### src/rtl/cv32e40p_voter_pkg.sv
// -----------------------------------------------------------------------------
// cv32e40p_voter_pkg
// Shared types and the per-lane vote decision for the TMR voter/monitor.
//   NREP          : number of replicas (a, b, c)
//   replica_idx_e : replica index, also the bit position in flag/fail vectors
//   vote_mode_e   : TMR (all healthy) or DMR (one replica failed)
//   lane_vote()   : maps the three pairwise equalities of a lane to the
//                   selected source replica, the flagged replica and the
//                   unattributable indication
// -----------------------------------------------------------------------------
package cv32e40p_voter_pkg;

    localparam int NREP = 3;

    typedef enum logic [1:0] {
        REP_A = 2'd0,
        REP_B = 2'd1,
        REP_C = 2'd2
    } replica_idx_e;

    typedef enum logic {
        MODE_TMR = 1'b0,
        MODE_DMR = 1'b1
    } vote_mode_e;

    typedef struct packed {
        logic [NREP-1:0] flag;    // replica(s) disagreeing with the majority
        logic            unattr;  // all three differ
        replica_idx_e    sel;     // replica driving the lane output
    } lane_vote_t;

    // Priority b==c, then a==b, then a==c. When b==c the output is b even if
    // a also matches, so a is only flagged when it actually differs.
    function automatic lane_vote_t lane_vote(input logic eq_ab,
                                             input logic eq_bc,
                                             input logic eq_ac);
        lane_vote_t v;
        v.flag   = '0;
        v.unattr = 1'b0;
        v.sel    = REP_A;
        if (eq_bc) begin
            v.sel                = REP_B;
            v.flag[int'(REP_A)]  = ~eq_ab;
        end else if (eq_ab) begin
            v.flag[int'(REP_C)]  = 1'b1;
        end else if (eq_ac) begin
            v.flag[int'(REP_B)]  = 1'b1;
        end else begin
            v.unattr = 1'b1;
        end
        return v;
    endfunction

endpackage

### src/rtl/cv32e40p_voter_lane.sv
// -----------------------------------------------------------------------------
// cv32e40p_voter_lane
// Combinational LW-bit majority vote of one lane.
//   a_i, b_i, c_i : replica lane data
//   out_o         : voted lane data (b when b==c, otherwise a)
//   flag_o        : replica flagged in this lane; bit0 = a, bit1 = b, bit2 = c
//   unattr_o      : all three replicas differ
// -----------------------------------------------------------------------------
module cv32e40p_voter_lane
    import cv32e40p_voter_pkg::*;
#(
    parameter int LW = 8
) (
    input  logic [LW-1:0]   a_i,
    input  logic [LW-1:0]   b_i,
    input  logic [LW-1:0]   c_i,
    output logic [LW-1:0]   out_o,
    output logic [NREP-1:0] flag_o,
    output logic            unattr_o
);

    lane_vote_t vote;

    assign vote     = lane_vote(a_i == b_i, b_i == c_i, a_i == c_i);
    assign out_o    = (vote.sel == REP_B) ? b_i : a_i;
    assign flag_o   = vote.flag;
    assign unattr_o = vote.unattr;

endmodule

### src/rtl/cv32e40p_tmr_voter_mon.sv
// -----------------------------------------------------------------------------
// cv32e40p_tmr_voter_mon
// Registered lane-granular TMR voter with per-replica health tracking. After
// FAULT_THR consecutive attributable mismatches a replica is marked failed and
// the voter degrades to a duplex compare of the two remaining replicas.
//   clk_i, rst_i        : clock, synchronous active-high reset
//   valid_i             : replica data qualifier
//   data_{a,b,c}_i      : replica buses (NBIT, NLANE vote lanes)
//   clr_i               : clear fail mask, error counters, consecutive counts
//   valid_o, data_o     : registered valid and voted data (1 cycle latency)
//   err_{a,b,c}_o       : attributable mismatch pulse per replica
//   uncorr_o            : unattributable / uncorrectable mismatch pulse
//   fail_mask_o         : failed replicas; bit0 = a, bit1 = b, bit2 = c
//   err_cnt_o           : saturating error counters; [CNT_W-1:0] = a
// Optional (CV32E40P_VOTER_SYNDROME_EN):
//   syndrome_o          : lane syndrome of the first non-clean valid cycle
//                         after reset/clear; bit r*NLANE+L = replica r in lane L
//   syndrome_vld_o      : syndrome_o holds a captured value
// NBIT must be a multiple of NLANE.
// -----------------------------------------------------------------------------
module cv32e40p_tmr_voter_mon
    import cv32e40p_voter_pkg::*;
#(
    parameter int NBIT      = 32,
    parameter int NLANE     = 4,
    parameter int FAULT_THR = 4,
    parameter int CNT_W     = 8
) (
    input  logic                  clk_i,
    input  logic                  rst_i,
    input  logic                  valid_i,
    input  logic [NBIT-1:0]       data_a_i,
    input  logic [NBIT-1:0]       data_b_i,
    input  logic [NBIT-1:0]       data_c_i,
    input  logic                  clr_i,
    output logic                  valid_o,
    output logic [NBIT-1:0]       data_o,
    output logic                  err_a_o,
    output logic                  err_b_o,
    output logic                  err_c_o,
    output logic                  uncorr_o,
    output logic [NREP-1:0]       fail_mask_o,
    output logic [NREP*CNT_W-1:0] err_cnt_o
`ifdef CV32E40P_VOTER_SYNDROME_EN
    ,
    output logic [NREP*NLANE-1:0] syndrome_o,
    output logic                  syndrome_vld_o
`endif
);

    localparam int LW = NBIT / NLANE;
    // Wide enough to hold FAULT_THR itself.
    localparam int CW = $clog2(FAULT_THR + 1);

    // ---------------------------------------------------------------- lanes
    logic [NBIT-1:0]                tmr_data;
    logic [NLANE-1:0][NREP-1:0]     lane_flag;
    logic [NLANE-1:0]               lane_unattr;

    for (genvar l = 0; l < NLANE; l++) begin : g_lane
        cv32e40p_voter_lane #(.LW(LW)) u_lane (
            .a_i      (data_a_i[l*LW +: LW]),
            .b_i      (data_b_i[l*LW +: LW]),
            .c_i      (data_c_i[l*LW +: LW]),
            .out_o    (tmr_data[l*LW +: LW]),
            .flag_o   (lane_flag[l]),
            .unattr_o (lane_unattr[l])
        );
    end

    // ---------------------------------------------------------------- state
    logic                        valid_q,     valid_d;
    logic [NBIT-1:0]             data_q,      data_d;
    logic [NREP-1:0]             err_q,       err_d;
    logic                        uncorr_q,    uncorr_d;
    logic [NREP-1:0]             fail_mask_q, fail_mask_d;
    logic [NREP-1:0][CNT_W-1:0]  cnt_q,       cnt_d;
    logic [NREP-1:0][CW-1:0]     cons_q,      cons_d;

    vote_mode_e      mode;
    logic [NREP-1:0] mis;
    logic            any_unattr;
    logic            tmr_uncorr;
    logic [NBIT-1:0] h_lo, h_hi;

    always_comb begin
        // NOTE: every signal written here gets a default first, so no path
        // leaves one unassigned and no latch is inferred.
        mis        = '0;
        any_unattr = |lane_unattr;
        for (int l = 0; l < NLANE; l++) begin
            mis = mis | lane_flag[l];
        end
        // Flags spread over several replicas cannot be blamed on one source.
        tmr_uncorr = any_unattr || ($countones(mis) > 1);

        mode = (fail_mask_q == '0) ? MODE_TMR : MODE_DMR;

        // Healthy pair in DMR; h_lo is the lower-index healthy replica.
        unique case (fail_mask_q)
            3'b001:  begin h_lo = data_b_i; h_hi = data_c_i; end
            3'b010:  begin h_lo = data_a_i; h_hi = data_c_i; end
            default: begin h_lo = data_a_i; h_hi = data_b_i; end
        endcase
    end

    always_comb begin
        valid_d     = valid_i;
        data_d      = data_q;
        err_d       = '0;
        uncorr_d    = 1'b0;
        fail_mask_d = fail_mask_q;
        cnt_d       = cnt_q;
        cons_d      = cons_q;

        if (valid_i) begin
            if (mode == MODE_TMR) begin
                data_d = tmr_data;
                if (tmr_uncorr) begin
                    uncorr_d = 1'b1;
                end else begin
                    err_d = mis;
                    for (int r = 0; r < NREP; r++) begin
                        if (mis[r]) begin
                            if (cnt_q[r] != '1) begin
                                cnt_d[r] = cnt_q[r] + CNT_W'(1);
                            end
                            cons_d[r] = cons_q[r] + CW'(1);
                            // At most one replica mismatches here, so at most
                            // one can fail per cycle.
                            if (cons_d[r] == CW'(FAULT_THR)) begin
                                fail_mask_d[r] = 1'b1;
                            end
                        end else begin
                            cons_d[r] = '0;
                        end
                    end
                end
            end else begin
                data_d   = h_lo;
                uncorr_d = (h_lo != h_hi);
            end
        end

        // Clear overrides any health update computed above; the data and
        // pulses of this cycle still go out under the old mask.
        if (clr_i) begin
            fail_mask_d = '0;
            cnt_d       = '0;
            cons_d      = '0;
        end
    end

    // NOTE: sequential state uses non-blocking assignments only, so every
    // register samples the pre-edge value of every other register.
    always_ff @(posedge clk_i) begin
        // NOTE: counters are a handful of flops, not a RAM, so they are reset
        // along with everything else.
        if (rst_i) begin
            valid_q     <= 1'b0;
            data_q      <= '0;
            err_q       <= '0;
            uncorr_q    <= 1'b0;
            fail_mask_q <= '0;
            cnt_q       <= '0;
            cons_q      <= '0;
        end else begin
            valid_q     <= valid_d;
            data_q      <= data_d;
            err_q       <= err_d;
            uncorr_q    <= uncorr_d;
            fail_mask_q <= fail_mask_d;
            cnt_q       <= cnt_d;
            cons_q      <= cons_d;
        end
    end

    assign valid_o     = valid_q;
    assign data_o      = data_q;
    assign err_a_o     = err_q[int'(REP_A)];
    assign err_b_o     = err_q[int'(REP_B)];
    assign err_c_o     = err_q[int'(REP_C)];
    assign uncorr_o    = uncorr_q;
    assign fail_mask_o = fail_mask_q;
    assign err_cnt_o   = cnt_q;

`ifdef CV32E40P_VOTER_SYNDROME_EN
    // ------------------------------------------------------------- syndrome
    logic [NREP*NLANE-1:0] syn_vec;
    logic [NREP*NLANE-1:0] syn_q, syn_d;
    logic                  syn_vld_q, syn_vld_d;

    always_comb begin
        syn_vec = '0;
        for (int r = 0; r < NREP; r++) begin
            for (int l = 0; l < NLANE; l++) begin
                syn_vec[r*NLANE + l] = lane_flag[l][r] | lane_unattr[l];
            end
        end

        syn_d     = syn_q;
        syn_vld_d = syn_vld_q;
        if (valid_i && !syn_vld_q && ((err_d != '0) || uncorr_d)) begin
            syn_d     = syn_vec;
            syn_vld_d = 1'b1;
        end
        if (clr_i) begin
            syn_d     = '0;
            syn_vld_d = 1'b0;
        end
    end

    always_ff @(posedge clk_i) begin
        if (rst_i) begin
            syn_q     <= '0;
            syn_vld_q <= 1'b0;
        end else begin
            syn_q     <= syn_d;
            syn_vld_q <= syn_vld_d;
        end
    end

    assign syndrome_o     = syn_q;
    assign syndrome_vld_o = syn_vld_q;
`endif

endmodule

### config.mk
export PLATFORM = sky130hd
export DESIGN_NAME = cv32e40p_tmr_voter_mon
export DESIGN_NICKNAME = d
export VERILOG_FILES = /design/src/rtl/cv32e40p_voter_pkg.sv /design/src/rtl/cv32e40p_voter_lane.sv /design/src/rtl/cv32e40p_tmr_voter_mon.sv
export SDC_FILE = /design/constraint.sdc
export NUM_CORES = 1
export LEC_CHECK = 0
export ABC_AREA = 1
export CAP_MARGIN = 10
export CORE_AREA = 4 4 147 107
export DETAILED_ROUTE_END_ITERATION = 8
export DIE_AREA = 0 0 151 111
export HOLD_SLACK_MARGIN = 0.12
export PLACE_DENSITY = 0.81
export SYNTH_ARGS = -nofsm -noshare
export SYNTH_HDL_FRONTEND = slang
export SYNTH_HIERARCHICAL = 1
export SYNTH_SLANG_ARGS = --single-unit
### constraint.sdc
create_clock -name clk_i -period 3.55 [get_ports clk_i]
set_input_delay 0.355 -clock clk_i [delete_from_list [all_inputs] [get_ports clk_i]]
set_output_delay 0.355 -clock clk_i [all_outputs]
set_load 0.1 [all_outputs]
==> results of run 1 <==
==> worst paths after layout <==
path	start	endpoint	cells after the start
max	data_b_i[6]	err_cnt_o[3]$_SDFFE_PP0P_	16
min	cons_q[7]$_SDFFE_PP0P_	cons_q[7]$_SDFFE_PP0P_	2
max reg2reg	fail_mask_o[0]$_SDFFE_PP0P_	uncorr_o$_SDFF_PP0_	12
min reg2reg	cons_q[7]$_SDFFE_PP0P_	cons_q[7]$_SDFFE_PP0P_	2
==> worst max-delay path, stage by stage <==
cell and delay (ps):
clkdlybuf4s50_1 560, xnor2_1 150, nand2_1 70, nor2_1 110
nand2_1 130, inv_1 130, nor2_2 50, nor4_1 350
inv_1 90, ha_1 310, a21oi_2 230, nand4_4 220
nor2_4 190, nand2_2 150, o21ai_1 160, nor3b_1 180
==> cell usage after synthesis (5+ instances only) <==
library cell	n	area, µm²
nand2_1	516	1937
dfxtp_1	73	1461
nor2_8	9	180.2
a21oi_1	31	155.2
o21ai_0	40	200.2
buf_2	10	50.05
nor3_1	7	35.03
nand4_4	5	106.4
xor2_1	13	113.9
nand4_1	6	37.54
buf_1	5	18.77
nand2_2	9	56.30
or2_1	5	31.28
inv_1	176	660.6
xnor2_1	62	543.0
nand3_1	133	665.6
a31oi_1	33	206.5
nor2_1	72	270.3
clkbuf_1	18	67.56
inv_2	11	41.29
o21ai_1	11	55.05
ha_1	10	125.1
==> flip-flops by register name, indices dropped and copies added, names as in the netlist <==
| register | cells |
|---|---|
| valid_o | 1 |
| data_o | 32 |
| uncorr_o | 1 |
| cons_q | 9 |
| fail_mask_o | 3 |
| err_cnt_o | 24 |
| err_q | 3 |
==> timing repair <==
action                                  in CTS  in global routing
endpoints found under the setup margin       0                 12
gates resized for setup                      0                  3
hold buffers                                 0                  0
==> layout make-up <==
cell class	instances	share of cell area, %
Tap cell	195	2.353
Timing Repair Buffer	297	25.37
Sequential cell	73	14.10
Clock inverter	7	1.207
Multi-Input combinational cell	991	48.00
Clock buffer	9	2.172
Inverter	188	6.807
==> cell families after synthesis <==
family	synth area share (%)
xor+xnor	8.997
flops	20.02
simple gates	48.04
fa+ha+maj	1.714
buf+inv	12.00
compound gates	9.238
==> per-layer routing <==
metal  routed length (µm)  vias up  share of wire (%)
met5                    0        -                  0
met3                 2787       52                 11
met4                  466        0                1.9
met1                10950     4047                 44
li1                     -     4568                  -
met2                10680      445                 43
==> power by group <==
part	switching, W	internal, W	total (W)
sequential	0.0000186	0.000846	0.000865
clock	0.000412	0.000695	0.00111
combinational	0.000583	0.000389	0.000972
total	0.00101	0.00193	0.00294
==> through the flow <==
stage               util [%]  area [µm²]  power [W]  setup WS (ps)
finish                 72.24       10370   0.002944          360.3
global route           72.24       10370   0.003058          87.87
CTS                    72.15       10350   0.002936          159.4
detailed placement     69.71       10000   0.001840         -132.9
global placement       69.71       10000   0.001825         -20.31
floorplan                  -        7301   0.001430          608.7
==> flow_summary.ini, run 1 <==
[status]
status = finished, final reports clean

[sta]
setup_viol = 0
fin_skew_ps = 10.84
min_period_over_period_pct = 89.85
slew_viol_final = 0
setup_tns_ps = 0
max_freq_mhz = 313.5
fin_crit_ps = 3190
worst_hold_slack_ps = 477.9
rsz0062_at_grt = no
worstMarginPinSlew_ps = 1073
slew_headroom_pct = 28.38
hold_violations = 0

[pwr]
leakagePower_nw = 5.399
p_per_area_nw_per_um2 = 283.9
peakVddDrop_v = 0.0002251

[routing]
drcViolationCount = 0
drt_iter0_drc = 979
via_per_inst = 5.177
routedWlPerCell_um = 14.14
vias = 9112
ant_nets = 0
drtPass1Iterations = 6
wl_um = 24880

[global_routing]
antenna_found_initial = 0
grt_pass1_wl_um = 40140
grt_remaining_overflow = 0
grt_max_degree = 75
use_met2_pct = 44.38
grt_use_met3_pct = 5.476
grt.busiest_layer = met2
grtUsageMet1_pct = 41.99
grt_pass1_vias = 8445
grt_usage_pct = 29.10

[final_layout]
drive_gt1_share_pct = 13.29
num_antenna_cells = 0
finalNetCount = 1670
seq_area_um2 = 1461
instances_no_fill = 1760
n_fill_cell = 1227
final_common_cell = nand2_1
area.growth.synth_to_final_pct = 42.00
most-common-layout-cells = nand2_1, inv_1, clkdlybuf4s50_1
multi_input_area_um2 = 4976

[clock_tree]
cts_tree = built
cts_setup_buffers = 0
insertion_delay_ps = 340
cts_buffers = 9
cts.reportedPaths.clkPinSlew_ps = 70
cts_buffer_depth = 2
clkSinkCount = 73
h-tree-depth = 3
clockRootBuffer = clkbuf_16

[floorplan]
core_area_um2 = 14350
die_h_um = 111
io_pins = 164
die_area_um2 = 16760
die_width_um = 151
start_util_pct = 50.87
row_count = 37

[synthesis]
ys_seq_elements = 73
synth_edf_count = 0
yosysUniqueCellTypes = 39
synth_warnings = 6
async_flop_share_pct = 0
synth_flop_cell = dfxtp_1
synth_seq_area_share_pct = 20.02
syn_area_um2 = 7301
synthCells = 1289
syn_nets = 1399
post_synth.cell_area_avg_um2 = 5.664

[worst_setup_path]
path_max_fanout = 10
end_kind = register
crit_type = in -> reg
startpoint_type = primary input
rrSetupSlack_ps = 1020
cp_data_arrival_time_ps = 3450
required_ps = 3810

[placement]
gp_congestion = 0.9104
hpwl_um = 18650
dpl.cell_count = 1744
numPortBuffers = 163

[run]
drv_cap = 0

[worst_hold_path]
hold_class = reg -> reg
Note: power is estimated with default switching activity, not from simulation.
==> run 2: changes to the inputs <==
--- a/config.mk
+++ b/config.mk
@@ -7,12 +7,12 @@
 export LEC_CHECK = 0
 export ABC_AREA = 1
 export CAP_MARGIN = 10
-export CORE_AREA = 4 4 147 107
+export CORE_AREA = 4 4 145 105
 export DETAILED_ROUTE_END_ITERATION = 8
-export DIE_AREA = 0 0 151 111
+export DIE_AREA = 0 0 149 109
 export HOLD_SLACK_MARGIN = 0.12
-export PLACE_DENSITY = 0.81
+export PLACE_DENSITY = 0.82
+export SKIP_CTS_REPAIR_TIMING = 1
 export SYNTH_ARGS = -nofsm -noshare
 export SYNTH_HDL_FRONTEND = slang
-export SYNTH_HIERARCHICAL = 1
 export SYNTH_SLANG_ARGS = --single-unit
==> run 2 against run 1 <==
Net effect:
- global-route usage down 1.8 points
- first-iteration DRC count down 24%
- clock skew down 5.1 ps
- largest power group unchanged
==> flow_summary.ini, run 2 <==
[pwr]
total_power_w = 0.002706
p_sw_w = 0.0009480
sequentialPowerShare_pct = 31.9
p_clk_share_pct = 37.2
p_sw_share_pct = 35.03
p_per_area_nw_per_um2 = 293.6
leakagePower_nw = 4.309
pwr-share-comb_pct = 30.9
peakVddDrop_v = 0.0002144
intPower_w = 0.001758

[global_routing]
grt_pass1_vias = 7381
grt_max_degree = 67
antenna_found_initial = 1
grt_pass1_wl_um = 35980
grt_remaining_overflow = 0
grt_usage_pct = 27.25

[sta]
worst_hold_slack_ps = 466.9
worstMarginPinSlew_ps = 1034
max_freq_mhz = 325.4
min_period_over_period_pct = 86.58
fin_crit_ps = 3074
setup_tns_ps = 0
slew_viol_final = 0
slew_headroom_pct = 30.88
hold_violations = 0
fin_skew_ps = 5.730
rsz0062_at_grt = no
setup_viol = 0

[routing]
ant_nets = 0
drt_iter0_drc = 743
vias = 8532
wl_um = 22690
drtPass1Iterations = 5
via_per_inst = 5.215
drcViolationCount = 0
routedWlPerCell_um = 13.87

[worst_setup_path]
startpoint_type = primary input
cp_data_arrival_time_ps = 3300
crit_type = in -> reg
end_kind = register
startpoint = data_c_i[13]
path_max_fanout = 12
required_ps = 3780
reg2reg_from = fail_mask_o[0]$_SDFFE_PP0P_

[worst_hold_path]
hold_class = reg -> reg
worst_hold_startpoint = cons_q[2]$_SDFFE_PP0P_

[synthesis]
async_flop_share_pct = 0
synth_area_leaders = nand2_1, dfxtp_1, o21ai_0
synth_top_area_cell = nand2_1
synth_warnings = 0
synth_commonest_cells = nand2_1, inv_1, nor2_1, o21ai_0, dfxtp_1
yosysTopAreaCellShare_pct = 24.89
syn_area_um2 = 7118
syn_nets = 1407
yosysUniqueCellTypes = 35
post_synth.cell_area_avg_um2 = 5.488
synth_edf_count = 0
synth_seq_area_share_pct = 20.53
synthCells = 1297
synth_flop_cell = dfxtp_1
ys_seq_elements = 73
yosysMostFrequentCell = nand2_1

[final_layout]
design_area_um2 = 9215
final_common_cell = nand2_1
most-common-layout-cells = nand2_1, clkdlybuf4s50_1, inv_1, nor2_1, o21ai_0
final_util_pct = 66.86
finalNetCount = 1551
largest_reg_flops = 32
drive_gt1_share_pct = 7.607
area.growth.synth_to_final_pct = 29.46
num_antenna_cells = 0

[clock_tree]
insertion_delay_ps = 330
cts_tree = built
cts.reportedPaths.clkPinSlew_ps = 60
h-tree-depth = 3
cts_buffer_depth = 2
clockRootBuffer = clkbuf_16
clkSinkCount = 73
cts_buffers = 9

[floorplan]
die_h_um = 109
die_area_um2 = 16240
die_width_um = 149
start_util_pct = 51.64
core_area_um2 = 13780
row_count = 36
io_pins = 164

[run]
drv_cap = 0

[placement]
numPortBuffers = 163
hpwl_um = 17110
gp_congestion = 0.9025
dpl_cell_area_um2 = 8889

[status]
status = finished, final reports clean
run 2: area by class of cell:
class | instances | area, µm²
flip-flops and latches | 73 | 1461
well taps | 190 | 237.7
inverters | 165 | 619.3
clock inverters | 7 | 101.3
repair buffers | 174 | 1709
clock buffers | 9 | 225.2
multi-input cells | 1018 | 4861
fillers | 1294 | 4568
run 2: critical path, cell delays in order:
cell	delay, ps
clkdlybuf4s50_1	530
inv_1	100
nand2_1	60
nand2_1	90
inv_1	60
nand2_1	50
nor2_2	190
nand2_4	70
nand2_1	90
nand2_1	70
nor2_1	190
inv_1	70
ha_1	190
nor2_1	130
nand2_2	110
nor2_8	170
nand2_4	100
nor2_4	260
nand2_1	110
o21ai_0	230
nor2_1	60
run 2: logic make-up after synthesis:
logic type	after synthesis	synth area share, %
AO/OA/AOI/OAI	228	16.79
flip-flops	73	20.53
adder cells (fa/ha/maj)	10	1.758
XOR/XNOR	53	6.521
buffers and inverters	206	11.21
AND/OR/NAND/NOR	727	43.19
run 2: per-layer routing:
layer  global-route usage, %  vias up  share of wire [%]
met5                       0        -              0.031
met4                   6.074        2                1.6
met3                   5.526       34                9.5
met2                   43.79      373                 44
met1                   37.93     3731                 45
li1                        -     4392                  -
run 2: power by group through the flow:
stage,Sequential (W),Combinational [W],Clock [W]
3_3_place_gp,0.000880,0.000817,0
3_5_place_dp,0.000881,0.000824,0
4_1_cts,0.000863,0.000829,0.00102
2_1_floorplan,0.00107,0.000336,0
5_1_grt,0.000865,0.000908,0.00106
6_report,0.000863,0.000836,0.00101
run 2: stage by stage:
stage          setup WS (ps)  cells
2_1_floorplan           1075   1297
3_3_place_gp           345.9   1620
3_5_place_dp           270.1   1620
4_1_cts                542.2   1636
5_1_grt                270.7   1636
6_report               476.4   1636
run 2: worst paths after layout:
kind / endpoint / slack [ps] / cells past startpoint
setup / recovery: err_cnt_o[1]$_SDFFE_PP0P_ / 480 / 21
hold / removal: cons_q[2]$_SDFFE_PP0P_ / 470 / 2
setup reg to reg: uncorr_o$_SDFF_PP0_ / 1050 / 12
hold reg to reg: cons_q[2]$_SDFFE_PP0P_ / 470 / 2
==> run 3: changes to the inputs <==
--- a/config.mk
+++ b/config.mk
@@ -7,11 +7,11 @@
 export LEC_CHECK = 0
 export ABC_AREA = 1
 export CAP_MARGIN = 10
-export CORE_AREA = 4 4 145 105
+export CORE_AREA = 4 4 140 102
 export DETAILED_ROUTE_END_ITERATION = 8
-export DIE_AREA = 0 0 149 109
+export DIE_AREA = 0 0 144 106
 export HOLD_SLACK_MARGIN = 0.12
-export PLACE_DENSITY = 0.82
+export PLACE_DENSITY = 0.87
 export SKIP_CTS_REPAIR_TIMING = 1
 export SYNTH_ARGS = -nofsm -noshare
 export SYNTH_HDL_FRONTEND = slang
==> constraint.sdc (replaced) <==
create_clock -name clk_i -period 3.77 [get_ports clk_i]
set_input_delay 0.377 -clock clk_i [delete_from_list [all_inputs] [get_ports clk_i]]
set_output_delay 0.377 -clock clk_i [all_outputs]
set_load 0.1 [all_outputs]
==> run 3 against run 2 <==
Net effect:
- flip-flop and latch count unchanged
- total power shrank 7.1%
- utilization is 4.2 points higher
- critical endpoint unchanged
- global-route usage is 1.6 points higher
- clock power decreased by 10%
- critical path depth is the same
- register-to-register slack better by 20 ps
- cell count down 1.5%
==> flow_summary.ini, run 3 (same netlist as run 2, synthesis figures left out) <==
[floorplan]
die_width_um = 144
io_pins = 164
die_area_um2 = 15260
core_area_um2 = 12920
start_util_pct = 55.10
row_count = 35
die_h_um = 106

[worst_setup_path]
crit_buf_inv = 4
crit_type = in -> reg
slowest_delay_ps = 630
path_common_cell = nand2_1
cp_data_arrival_time_ps = 3300
path_cells = clkdlybuf4s50_1 -> inv_2 -> nand2_1 -> nand2_1 -> inv_2 -> nand2_1 -> nor2_2 -> nand2_4 -> nand2_1 -> nand2_1 -> nor2_1 -> inv_1 -> ha_1 -> nor2_1 -> nand2_2 -> nor2_8 -> nand2_4 -> nor2_4 -> nand2_1 -> o21ai_0 -> nor2_1
slowest_stage = clkdlybuf4s50_1
required_ps = 4000
cp_top_family = simple AND/OR/NAND/NOR gates
path_max_fanout = 18
end_kind = register
startpoint_type = primary input

[global_routing]
grt_pass1_vias = 7399
antenna_found_initial = 0
grt_max_degree = 70
grt_pass1_wl_um = 36010
grt_remaining_overflow = 0
grt_usage_pct = 28.86

[clock_tree]
clkSinkCount = 73
cts_tree = built
cts_buffers = 9
insertion_delay_ps = 340
clockRootBuffer = clkbuf_16
cts.reportedPaths.clkPinSlew_ps = 60
cts_buffer_depth = 2
h-tree-depth = 3

[sta]
min_period_over_period_pct = 81.56
slew_headroom_pct = 26.75
finalWorstSetupSlack_ps = 695.2
fin_skew_ps = 7.445
slew_viol_final = 0
fin_crit_ps = 3075
worstMarginPinSlew_ps = 1095
max_freq_mhz = 325.2
setup_viol = 0
hold_violations = 0
rsz0062_at_grt = no
setup_tns_ps = 0

[final_layout]
largest_reg_flops = 32
drive_gt1_share_pct = 7.543
num_antenna_cells = 0
finalNetCount = 1550
final_common_cell = nand2_1
area.growth.synth_to_final_pct = 28.95
design_area_um2 = 9179
most-common-layout-cells = nand2_1, clkdlybuf4s50_1, inv_1, nor2_1, o21ai_0
n_fill_cell = 1100

[routing]
drcViolationCount = 0
routedWlPerCell_um = 14.08
via_per_inst = 5.284
wl_um = 22680
drtPass1Iterations = 7
drt_iter0_drc = 778
ant_nets = 0
vias = 8512

[placement]
gp_congestion = 0.9423
pre_cts_ws_ps = 381.4
hpwl_um = 17050
numPortBuffers = 163
dpl_cell_area_um2 = 8864

[status]
status = finished, final reports clean

[pwr]
p_per_area_nw_per_um2 = 273.8
leakagePower_nw = 4.304
peakVddDrop_v = 0.0002034

[worst_hold_path]
hold_class = in -> reg

[run]
drv_cap = 0
## run 3: changes by cell type in the layout (fill, tap and decap cells not counted)
cell       previous run  this run
bufinv_16             2         1
inv_6                 2         1
clkbuf_8              0         2
buf_4                11         9
buf_12                0         1
## run 3: where the power goes
part | internal, W | switching (W) | leakage (nW) | total (W)
registers | 0.000798 | 0.0000149 | 0.597 | 0.000812
logic | 0.000272 | 0.000520 | 3.56 | 0.000792
clock network | 0.000552 | 0.000356 | 0.148 | 0.000909
total | 0.00162 | 0.000891 | 4.30 | 0.00251
## run 3: layer usage
metal / routed length [µm] / global-route usage [%] / up-vias
li1: - / - / 4366
met3: 2467 / 6.250 / 35
met4: 402 / 7.527 / 0
met5: 0 / 0 / -
met2: 9589 / 43.36 / 416
met1: 10220 / 41.58 / 3695
## run 3: path summary, 6_finish.rpt
check                         startpoint  slack, ps  depth (start not counted)                   endpoint
max reg2reg  fail_mask_o[0]$_SDFFE_PP0P_       1070                         14        uncorr_o$_SDFF_PP0_
min                              valid_i        420                          3         valid_o$_SDFF_PP0_
min reg2reg       cons_q[3]$_SDFFE_PP0P_        470                          2     cons_q[3]$_SDFFE_PP0P_
max                          data_b_i[8]        700                         21  err_cnt_o[1]$_SDFFE_PP0P_
## run 3: stage by stage
step / hold WS [ps] / cells / power, W / util (%)
2_1_floorplan: 443.0 / 1297 / 0.001328 / -
3_3_place_gp: 454.7 / 1595 / 0.001596 / 68.61
3_5_place_dp: 456.9 / 1595 / 0.001607 / 68.61
4_1_cts: 412.0 / 1611 / 0.002513 / 71.05
5_1_grt: 451.3 / 1611 / 0.002617 / 71.05
6_report: 417.8 / 1611 / 0.002513 / 71.05
## run 3: final cells by class
| type | count | area (µm²) | share of cell area, % |
|---|---|---|---|
| timing repair buffer | 173 | 1714 | 18.67 |
| multi-input combinational | 1018 | 4861 | 52.96 |
| tap | 166 | 207.7 | 2.263 |
| sequential | 73 | 1461 | 15.92 |
| clock inverter | 5 | 62.56 | 0.6816 |
| clock buffer | 11 | 252.7 | 2.754 |
| inverter | 165 | 619.3 | 6.748 |
## run 3: worst register-to-register path, stage by stage, from the launching register on
cell and delay, ps:
dfxtp_1 390, inv_1 100, nand3_1 140, nand2_1 420
buf_12 360, nand2_1 90, o21ai_0 160, nand2_1 130
nand2_1 60, nor2_1 200, nand3_1 110, nor2_1 100
nand3_1 80, nor2_1 180, nor2_1 60
